**src/rtl/hazard_sequencer.sv**
```systemverilog
// Central stall/flush controller for the 5-stage pipeline: load-use bubbles,
// control-transfer flush windows and data-memory wait-state freezing.
module hazard_sequencer #(
  parameter int BR_STALL_CYCLES = 2,
  parameter int REG_AW          = 5,
  parameter int MEM_TIMEOUT     = 255
) (
  input  logic              CLK,
  input  logic              RST,
  input  logic              id_valid,
  input  logic              id_branch,
  input  logic              id_jump,
  input  logic              id_uses_rs,
  input  logic              id_uses_rt,
  input  logic [REG_AW-1:0] id_rs,
  input  logic [REG_AW-1:0] id_rt,
  input  logic              ex_memread,
  input  logic [REG_AW-1:0] ex_wreg,
  input  logic              mem_req,
  input  logic              mem_ready,
  input  logic              cnt_clr,
  output logic              pc_write,
  output logic              ifid_write,
  output logic              ifid_flush,
  output logic              idex_bubble,
  output logic              pipe_freeze,
  output logic [1:0]        state,
  output logic [15:0]       stall_count,
  output logic              mem_timeout
);

  typedef enum logic [1:0] {
    ST_RUN       = 2'd0,
    ST_CTRL_WAIT = 2'd1,
    ST_MEM_WAIT  = 2'd2
  } state_t;

  localparam logic [3:0]  CTRL_LOAD = 4'(BR_STALL_CYCLES - 1);
  localparam logic [16:0] WAIT_MAX  = 17'(MEM_TIMEOUT);

  state_t      state_r, state_nxt_s;
  state_t      saved_r, saved_nxt_s;
  logic [3:0]  ctrl_cnt_r, ctrl_cnt_nxt_s;
  logic [15:0] wait_cnt_r, wait_cnt_nxt_s;
  logic        timeout_r, timeout_nxt_s;
  logic [15:0] stall_cnt_r;

  logic        freeze_req_s, load_use_s, ctrl_s;
  logic        pc_write_s, ifid_write_s, ifid_flush_s, idex_bubble_s, pipe_freeze_s;
  logic [16:0] wait_inc_s;

  assign freeze_req_s = mem_req & ~mem_ready;
  assign load_use_s   = id_valid & ex_memread & (ex_wreg != {REG_AW{1'b0}}) &
                        ((id_uses_rs & (id_rs == ex_wreg)) |
                         (id_uses_rt & (id_rt == ex_wreg)));
  assign ctrl_s       = id_valid & (id_branch | id_jump);
  assign wait_inc_s   = {1'b0, wait_cnt_r} + 17'd1;

  // Next-state, counter and output decode for the sequencer FSM
  always_comb begin
    state_nxt_s    = state_r;
    saved_nxt_s    = saved_r;
    ctrl_cnt_nxt_s = ctrl_cnt_r;
    wait_cnt_nxt_s = wait_cnt_r;
    timeout_nxt_s  = timeout_r;
    pc_write_s     = 1'b0;
    ifid_write_s   = 1'b0;
    ifid_flush_s   = 1'b0;
    idex_bubble_s  = 1'b0;
    pipe_freeze_s  = 1'b0;
    case (state_r)
      ST_RUN: begin
        if (freeze_req_s) begin
          pipe_freeze_s = 1'b1;
          saved_nxt_s   = ST_RUN;
          state_nxt_s   = ST_MEM_WAIT;
        end else if (load_use_s) begin
          idex_bubble_s = 1'b1;
        end else if (ctrl_s) begin
          ifid_write_s   = 1'b1;
          ifid_flush_s   = 1'b1;
          ctrl_cnt_nxt_s = CTRL_LOAD;
          state_nxt_s    = ST_CTRL_WAIT;
        end else begin
          pc_write_s   = 1'b1;
          ifid_write_s = 1'b1;
        end
      end
      ST_CTRL_WAIT: begin
        if (freeze_req_s) begin
          pipe_freeze_s = 1'b1;
          saved_nxt_s   = ST_CTRL_WAIT;
          state_nxt_s   = ST_MEM_WAIT;
        end else begin
          ifid_write_s = 1'b1;
          ifid_flush_s = 1'b1;
          pc_write_s   = (ctrl_cnt_r == 4'd0);
          if (ctrl_cnt_r == 4'd0) begin
            state_nxt_s = ST_RUN;
          end else begin
            ctrl_cnt_nxt_s = ctrl_cnt_r - 4'd1;
          end
        end
      end
      ST_MEM_WAIT: begin
        if (mem_ready) begin
          // Release: behave like the interrupted state, counter still held
          wait_cnt_nxt_s = 16'd0;
          state_nxt_s    = saved_r;
          ifid_write_s   = 1'b1;
          if (saved_r == ST_CTRL_WAIT) begin
            ifid_flush_s = 1'b1;
            pc_write_s   = (ctrl_cnt_r == 4'd0);
          end else begin
            pc_write_s = 1'b1;
          end
        end else begin
          pipe_freeze_s = 1'b1;
          if (wait_inc_s <= WAIT_MAX) begin
            wait_cnt_nxt_s = wait_inc_s[15:0];
          end else begin
            wait_cnt_nxt_s = wait_cnt_r;
          end
          if (wait_inc_s >= WAIT_MAX) begin
            timeout_nxt_s = 1'b1;
          end else begin
            timeout_nxt_s = timeout_r;
          end
        end
      end
      default: begin
        state_nxt_s = ST_RUN;
        saved_nxt_s = ST_RUN;
      end
    endcase
  end

  // FSM state, saved state, control/wait counters and sticky timeout
  always_ff @(posedge CLK or posedge RST) begin
    if (RST) begin
      state_r    <= ST_RUN;
      saved_r    <= ST_RUN;
      ctrl_cnt_r <= 4'd0;
      wait_cnt_r <= 16'd0;
      timeout_r  <= 1'b0;
    end else begin
      state_r    <= state_nxt_s;
      saved_r    <= saved_nxt_s;
      ctrl_cnt_r <= ctrl_cnt_nxt_s;
      wait_cnt_r <= wait_cnt_nxt_s;
      timeout_r  <= timeout_nxt_s;
    end
  end

  // Saturating count of cycles in which the PC was held
  always_ff @(posedge CLK or posedge RST) begin
    if (RST) begin
      stall_cnt_r <= 16'd0;
    end else if (cnt_clr) begin
      stall_cnt_r <= 16'd0;
    end else if (!pc_write_s && (stall_cnt_r != 16'hFFFF)) begin
      stall_cnt_r <= stall_cnt_r + 16'd1;
    end else begin
      stall_cnt_r <= stall_cnt_r;
    end
  end

  assign pc_write    = pc_write_s    & ~RST;
  assign ifid_write  = ifid_write_s  & ~RST;
  assign ifid_flush  = ifid_flush_s  & ~RST;
  assign idex_bubble = idex_bubble_s & ~RST;
  assign pipe_freeze = pipe_freeze_s & ~RST;
  assign state       = state_r;
  assign stall_count = stall_cnt_r;
  assign mem_timeout = timeout_r;

endmodule
```
**config.mk**
```make
export PLATFORM = sky130hd
export DESIGN_NAME = hazard_sequencer
export DESIGN_NICKNAME = d
export VERILOG_FILES = /design/src/rtl/hazard_sequencer.sv
export SDC_FILE = /design/constraint.sdc
export NUM_CORES = 1
export LEC_CHECK = 0
export ABC_AREA = 1
export CAP_MARGIN = 15
export CORE_MARGIN = 1.5
export CORE_UTILIZATION = 55
export CTS_CLUSTER_DIAMETER = 50
export CTS_CLUSTER_SIZE = 10
export DETAILED_ROUTE_END_ITERATION = 10
export PLACE_DENSITY = 0.83
export SLEW_MARGIN = 0
export SYNTH_ARGS = -nofsm -noshare
export SYNTH_HDL_FRONTEND = slang
export SYNTH_SLANG_ARGS = --single-unit
```
**constraint.sdc**
```tcl
create_clock -name CLK -period 4.6 [get_ports CLK]
set_input_delay 1.38 -clock CLK [delete_from_list [all_inputs] [get_ports CLK]]
set_output_delay 1.38 -clock CLK [all_outputs]
set_load 0.01 [all_outputs]
```
==> flow_summary_export.csv, run 1 <==
group,metric,value,unit
status,status,"finished clean",
sta,worst_slew_margin_rel,59.7,%
finish,nNetsFinal,509,
power,powerDensity,326,nW/um^2
sta,setup_viol,0,
critical_path,reg2reg_depth,14,
cts,htree_num_levels,2,
min_path,worst_hold_path_type,"reg -> reg",
global_routing,via_count_of_the_first_global_routing_pass,2586,
floorplanning,die_extent_in_y,74.8,um
global_routing,grt_antenna_before_repair,0,
critical_path,crit_slowest_cell,"sky130_fd_sc_hd__clkdlybuf4s50_1",
finish,area_delta_synth_final,25.1,%
global_routing,global_route.overflow_total,0,
critical_path,worst-r2r-setup-slack,2.15,ns
synth,asyncSetResetFlopFracSynth,100,%
sta,timing.clock.skew,0.00406,ns
critical_path,crit_path_max_incr_delay,0.49,ns
drt,firstDrtPassIters,5,
critical_path,startpoint_kind_of_the_worst_setup_timing_path,"input port",
flow_run,cap_violations,0,
cts,numClockSinks,40,
drt,number_of_remaining_drc_errors,0,
critical_path,worst_ep_arrival_time,3.00,ns
drt,post_drt_via_cell_ratio,5.24,
synth,synth_enable_flop_cells,0,
floorplanning,rows,25,
synth,count_of_mapped_cells_out_of_synthesis,420,
place,gp_routability_congestion,0.967,
drt,drtAntennaViolNets,0,
synth,synth_area,2830,sq um
cts,cts-root-to-sink-buffers,2,
sta,hold_slack,0.492,ns
critical_path,critPathCaptureType,"output pin",
sta,maxSlewViolCount,0,
cts,cts.root.buffer_cell,"sky130_fd_sc_hd__clkbuf_8",
critical_path,criticalPathCategory,"in -> out",
synth,syn-num-nets,451,
cts,post_cts_buffers,0,
critical_path,timing.rr.start,"wait_cnt_r[0]$_DFFE_PP0P_",
critical_path,critical_path.reg2reg.endpoint,"wait_cnt_r[7]$_DFFE_PP0P_",
sta,worst_slew_pin_slew,0.602,ns
floorplanning,effective_utilization_at_floorplan,58.4,%
synth,syn_area_per_cell,6.74,sq um
global_routing,gr-usage-all-layers,25.8,%
place,dp_hpwl,4.98,mm
place,numPortBuffers,49,
drt,drtIter0Drc,187,
cts,cts_tree,"yes",
synth,seq_area_frac_synth,35.4,%
sta,finalCriticalPeriod,4.38,ns
sta,fin_crit_share,95.3,%
synth,postSynthRegisterBits,40,
power,power_leakage,1.63,nW
synth,yosys.cell_types.count,31,
global_routing,grt_max_degree,41,
finish,layout-drive-gt1-share,7.72,%
critical_path,worst-endpoint-required,3.22,ns
power,worst_ir_drop_on_vdd,314,uV
cts,clock_network_latency_to_the_later_pin_of_the_worst_skew_pair,0.29,ns
synth,ys_warn_count,0,
finish,insertedDiodeCount,0,
global_routing,grt_first_pass_wirelength,11.3,mm
sta,hold_viol,0,
cts,cts_inserted_buffers,5,
critical_path,critical_path_peak_fanout,4,
floorplanning,ios,50,
cts,clk_transition_reported_paths,0.08,ns
synth,postSynth.topFlopCell,"sky130_fd_sc_hd__dfrtp_1",
floorplanning,die_area,5590,sq um
min_path,holdPathEnd,"ctrl_cnt_r[0]$_DFFE_PP0P_",
floorplanning,core_region_area,4850,sq um
drt,drt-wirelength-per-cell,12.1,um
finish,fin_cells,546,
drt,finalWirelength,6.59,mm
sta,grt_setup_unrepaired,"false",
critical_path,path_cells,"clkdlybuf4s50_1 > inv_1 > o22ai_1 > a21oi_1 > nand4_1 > nand2_1 > nand2_2 > nand3_1 > a31oi_1 > dlygate4sd2_1",
min_path,worst_hold_path.num_cells,2,
drt,num_vias,2863,
place,placedCellCount,538,
sta,max_clock_freq,0.228,GHz
floorplanning,floorplan.die.width,74.8,um
min_path,holdCritStartpoint,"ctrl_cnt_r[0]$_DFFE_PP0P_",
## metrics by stage
step / setup slack [ns] / TNS, ns / util, % / area, sq um / power, mW
2_1_floorplan: 0.997 / 0 / - / 2830 / 0.714
3_3_place_gp: 0.0193 / 0 / 70.9 / 3440 / 0.863
3_5_place_dp: -0.0701 / -0.121 / 70.9 / 3440 / 0.877
4_1_cts: 0.194 / 0 / 73.0 / 3540 / 1.16
5_1_grt: 0.0174 / 0 / 73.1 / 3540 / 1.24
6_report: 0.217 / 0 / 73.1 / 3540 / 1.15
## synthesized netlist by cell type, types with 5 or more instances
master                     count  area [sq um]
sky130_fd_sc_hd__ha_1          5          62.6
sky130_fd_sc_hd__nor3_1        6          30.0
sky130_fd_sc_hd__nand3_2       5          50.1
sky130_fd_sc_hd__o21ai_0      12          60.1
sky130_fd_sc_hd__dfrtp_1      40          1000
sky130_fd_sc_hd__xor2_1       17           149
sky130_fd_sc_hd__nand3_1      48           240
sky130_fd_sc_hd__nand4_1       9          56.3
sky130_fd_sc_hd__nand2_1     131           492
sky130_fd_sc_hd__nor2_1       53           199
sky130_fd_sc_hd__a21oi_1      15          75.1
sky130_fd_sc_hd__clkbuf_1      5          18.8
sky130_fd_sc_hd__inv_1        39           146
## worst max-delay path by stage
stage,start,to,slack (ns),depth (start not counted)
floorplan,ex_wreg[1],idex_bubble,1.0,7
global placement,ex_wreg[3],ifid_flush,0.02,9
detailed placement,ex_wreg[0],ifid_flush,-0.07,10
CTS,ex_wreg[0],ifid_flush,0.19,10
global route,ex_wreg[0],ifid_flush,0.02,10
finish,ex_wreg[0],ifid_flush,0.22,10
## layer usage
layer	wire (um)	track usage, %	up-vias	share of wire, %
met2	3000	41.4	97	46
met3	514	6.96	5	7.8
met1	3040	36.0	1289	46
met5	0	0	-	0
met4	38	4.04	0	0.58
li1	-	-	1472	-
## power by group
group / internal [mW] / switching [mW]
clock: 0.161 / 0.122
sequential: 0.401 / 0.0640
combinational: 0.169 / 0.236
total: 0.731 / 0.423
## layout make-up
cell class	instances	area [sq um]
Clock buffer	6	72.6
Clock inverter	2	35.0
Fill cell	394	1310
Inverter	41	154
Multi-Input combinational cell	332	1640
Sequential cell	40	1000
Tap cell	67	83.8
Timing Repair Buffer	58	553
## timing repair
| item | CTS | global route |
|---|---|---|
| endpoints found under the setup margin | 4 | 1 |
| gates cloned | 0 | 0 |
| pin swaps | 0 | 0 |
| gates resized for setup | 4 | 1 |
| hold buffers | 0 | 0 |
## critical path, delay by kind of cell
kind,cells,cell delay (ns)
AOI/OAI and AO/OA,3,0.38
buffers and inverters,3,0.85
and+or+nand+nor,4,0.37
## kinds of logic (layout without fill, tap and decap cells)
group / after synthesis / count (layout) / share of synthesized area, %
AND/OR/NAND/NOR: 273 / 273 / 43.1
flip-flops: 40 / 40 / 35.4
AO/OA/AOI/OAI: 33 / 33 / 6.19
adder cells (fa/ha/maj): 5 / 5 / 2.21
XOR/XNOR: 21 / 21 / 6.50
buffers and inverters: 48 / 107 / 6.67
## registers in the layout, indices dropped and copies added, names as in the netlist
name and flops:
ctrl_cnt_r 4, mem_timeout 1, saved_r 1, stall_count 16, state 2, wait_cnt_r 16
## cells in the final DEF, fill, tap and decap left out
cell / instances
sky130_fd_sc_hd__nand3b_1: 4
sky130_fd_sc_hd__xnor2_1: 4
sky130_fd_sc_hd__bufinv_16: 1
sky130_fd_sc_hd__nand3_2: 5
sky130_fd_sc_hd__inv_2: 1
sky130_fd_sc_hd__nand2_2: 5
sky130_fd_sc_hd__buf_4: 9
sky130_fd_sc_hd__clkinv_2: 1
sky130_fd_sc_hd__clkinv_1: 1
sky130_fd_sc_hd__nor3b_1: 1
sky130_fd_sc_hd__ha_1: 5
sky130_fd_sc_hd__o21ai_1: 1
sky130_fd_sc_hd__nor2_2: 4
sky130_fd_sc_hd__o211ai_1: 1
sky130_fd_sc_hd__nand4_1: 9
sky130_fd_sc_hd__nand2_1: 130
sky130_fd_sc_hd__o22ai_1: 1
sky130_fd_sc_hd__dlygate4sd2_1: 4
sky130_fd_sc_hd__nor3_1: 6
sky130_fd_sc_hd__xor2_1: 17
sky130_fd_sc_hd__clkbuf_1: 1
sky130_fd_sc_hd__clkdlybuf4s50_1: 45
sky130_fd_sc_hd__a21oi_1: 15
sky130_fd_sc_hd__a211oi_1: 1
sky130_fd_sc_hd__or2_2: 3
sky130_fd_sc_hd__nand3_1: 48
sky130_fd_sc_hd__clkbuf_8: 5
sky130_fd_sc_hd__nor2_1: 53
sky130_fd_sc_hd__inv_1: 39
sky130_fd_sc_hd__nor2_4: 3
sky130_fd_sc_hd__nor4_1: 2
sky130_fd_sc_hd__dfrtp_1: 40
sky130_fd_sc_hd__a31oi_1: 1
sky130_fd_sc_hd__o21ai_0: 12
sky130_fd_sc_hd__o21bai_1: 1
Note: power is estimated with default switching activity, not from simulation.
==> run 2, diff against run 1 <==
--- a/config.mk
+++ b/config.mk
@@ -7,11 +7,12 @@
 export LEC_CHECK = 0
 export ABC_AREA = 1
 export CAP_MARGIN = 15
-export CORE_MARGIN = 1.5
 export CORE_UTILIZATION = 55
+export CTS_BUF_LIST = sky130_fd_sc_hd__clkbuf_8
 export CTS_CLUSTER_DIAMETER = 50
 export CTS_CLUSTER_SIZE = 10
 export DETAILED_ROUTE_END_ITERATION = 10
+export GPL_ROUTABILITY_DRIVEN = 0
 export PLACE_DENSITY = 0.83
 export SLEW_MARGIN = 0
 export SYNTH_ARGS = -nofsm -noshare
==> flow_summary_export.csv, run 2 (synthesized netlist as in run 1, its figures left out) <==
group,metric,value,unit
floorplanning,ios,50,
min_path,worst_hold_path_type,"reg -> reg",
sta,worst_slew_margin_rel,59.3,%
power,worst_ir_drop_on_vdd,269,uV
critical_path,worst-endpoint-required,3.22,ns
finish,nNetsFinal,508,
power,power_frac_seq,41.5,%
floorplanning,core_region_area,4850,sq um
status,status,"finished clean",
power,powerDensity,317,nW/um^2
cts,cts.root.buffer_cell,"sky130_fd_sc_hd__clkbuf_8",
place,dp_slack,-0.0790,ns
drt,num_vias,2912,
flow_run,cap_violations,0,
global_routing,via_count_of_the_first_global_routing_pass,2630,
drt,post_drt_via_cell_ratio,5.34,
drt,firstDrtPassIters,4,
cts,htree_num_levels,2,
finish,area_delta_synth_final,24.6,%
critical_path,critical_path_peak_fanout,5,
sta,finalCriticalPeriod,4.39,ns
global_routing,gr-usage-all-layers,27.5,%
sta,worst_slew_pin_slew,0.608,ns
sta,setup_viol,0,
power,p_sw_share,38.2,%
cts,cts-root-to-sink-buffers,2,
global_routing,global_route_track_usage_on_met3,6.31,%
floorplanning,effective_utilization_at_floorplan,58.4,%
cts,postCtsHoldBufs,0,
cts,cts_tree,"yes",
finish,final_common_cell,"sky130_fd_sc_hd__nand2_1",
cts,numClockSinks,40,
critical_path,worst_ep_arrival_time,3.01,ns
sta,setup_slack,0.210,ns
power,p_switching,0.428,mW
drt,finalWirelength,6.85,mm
power,clock_power_share,22.1,%
place,dp_hpwl,5.06,mm
cts,clk_transition_reported_paths,0.07,ns
floorplanning,die_extent_in_y,73.8,um
floorplanning,die_area,5440,sq um
global_routing,global_route.overflow_total,0,
critical_path,startpoint_kind_of_the_worst_setup_timing_path,"input port",
sta,hold_slack,0.488,ns
critical_path,crit_slowest_cell,"sky130_fd_sc_hd__clkdlybuf4s50_1",
critical_path,path_cells,"clkdlybuf4s50_1 > inv_2 > o21ai_0 > a211oi_1 > nand3_1 > nand2_1 > nand2_1 > nand3_1 > a31oi_1 > dlygate4sd2_1",
critical_path,critPathCaptureType,"output pin",
finish,most_used_cells_in_the_layout_excluding_fill_and_tap_cells,"sky130_fd_sc_hd__nand2_1, sky130_fd_sc_hd__nor2_1, sky130_fd_sc_hd__nand3_1",
power,power_leakage,1.64,nW
sta,grt_setup_unrepaired,"false",
cts,clock_network_latency_to_the_later_pin_of_the_worst_skew_pair,0.30,ns
critical_path,criticalPathCategory,"in -> out",
place,numPortBuffers,49,
finish,layout-drive-gt1-share,7.53,%
floorplanning,rows,25,
global_routing,grt_max_degree,41,
finish,insertedDiodeCount,0,
global_routing,grtUsageMet1,37.3,%
global_routing,grt_antenna_before_repair,0,
drt,drtAntennaViolNets,0,
drt,drtIter0Drc,192,
power,internal-power,0.692,mW
global_routing,globalRouteMet2Util,43.7,%
sta,hold_viol,0,
cts,cts_inserted_buffers,5,
floorplanning,floorplan.die.width,73.8,um
sta,max_clock_freq,0.228,GHz
drt,number_of_remaining_drc_errors,0,
drt,drt-wirelength-per-cell,12.6,um
sta,fin_crit_share,95.4,%
power,p_comb_share,36.4,%
sta,timing.clock.skew,0.00824,ns
global_routing,most_crowded_layer_gr,"met2",
critical_path,crit_path_max_incr_delay,0.43,ns
sta,maxSlewViolCount,0,
global_routing,grt_first_pass_wirelength,11.6,mm
[run 2: power groups by stage]
stage | clock (mW) | sequential, mW | combinational (mW)
3_5_place_dp | 0 | 0.469 | 0.406
5_1_grt | 0.265 | 0.473 | 0.460
4_1_cts | 0.253 | 0.464 | 0.408
6_report | 0.247 | 0.465 | 0.407
2_1_floorplan | 0 | 0.464 | 0.250
3_3_place_gp | 0 | 0.467 | 0.397
[run 2: final cells by class]
type / instances / area [sq um]
Clock buffer: 6 / 82.6
Clock inverter: 2 / 11.3
Fill cell: 393 / 1320
Inverter: 41 / 154
Multi-Input combinational cell: 332 / 1640
Sequential cell: 40 / 1000
Tap cell: 67 / 83.8
Timing Repair Buffer: 57 / 553
[run 2: metal layers]
metal	up-vias	wire length (um)
li1	1469	-
met1	1327	3130
met2	104	3180
met3	12	456
met4	0	85
met5	-	0
[run 2: repair_timing]
action	4_1_cts	5_1_grt
gates resized for setup	2	3
hold endpoints to repair	0	0
pin swaps	0	1
setup endpoints to repair	2	2
setup buffers	0	0
[run 2: final timing paths]
path | start | to | cells after the start | slack (ns)
setup / recovery | ex_wreg[1] | ifid_flush | 10 | 0.21
hold / removal | mem_timeout$_DFFE_PP0P_ | mem_timeout$_DFFE_PP0P_ | 1 | 0.49
setup reg to reg | wait_cnt_r[0]$_DFFE_PP0P_ | wait_cnt_r[2]$_DFFE_PP0P_ | 14 | 2.11
hold reg to reg | mem_timeout$_DFFE_PP0P_ | mem_timeout$_DFFE_PP0P_ | 1 | 0.49
max in group asynchronous | RST | stall_count[13]$_DFFE_PP0P_ | 3 | 2.58
min in group asynchronous | RST | stall_count[3]$_DFFE_PP0P_ | 3 | 1.67
[run 2: critical path: cells and delay by family]
kind,cells,cell delay [ns]
buffers and inverters,3,0.82
AO/OA/AOI/OAI,3,0.41
AND/OR/NAND/NOR,4,0.41
[run 2: through the flow]
step | instances | util (%) | instance area, sq um | power, mW | TNS (ns)
finish | 545 | 72.7 | 3530 | 1.12 | 0
global route | 545 | 72.7 | 3530 | 1.20 | 0
CTS | 545 | 72.6 | 3520 | 1.13 | 0
detailed placement | 537 | 70.8 | 3430 | 0.875 | -0.108
global placement | 537 | 70.8 | 3430 | 0.864 | 0
floorplan | 420 | - | 2830 | 0.714 | 0
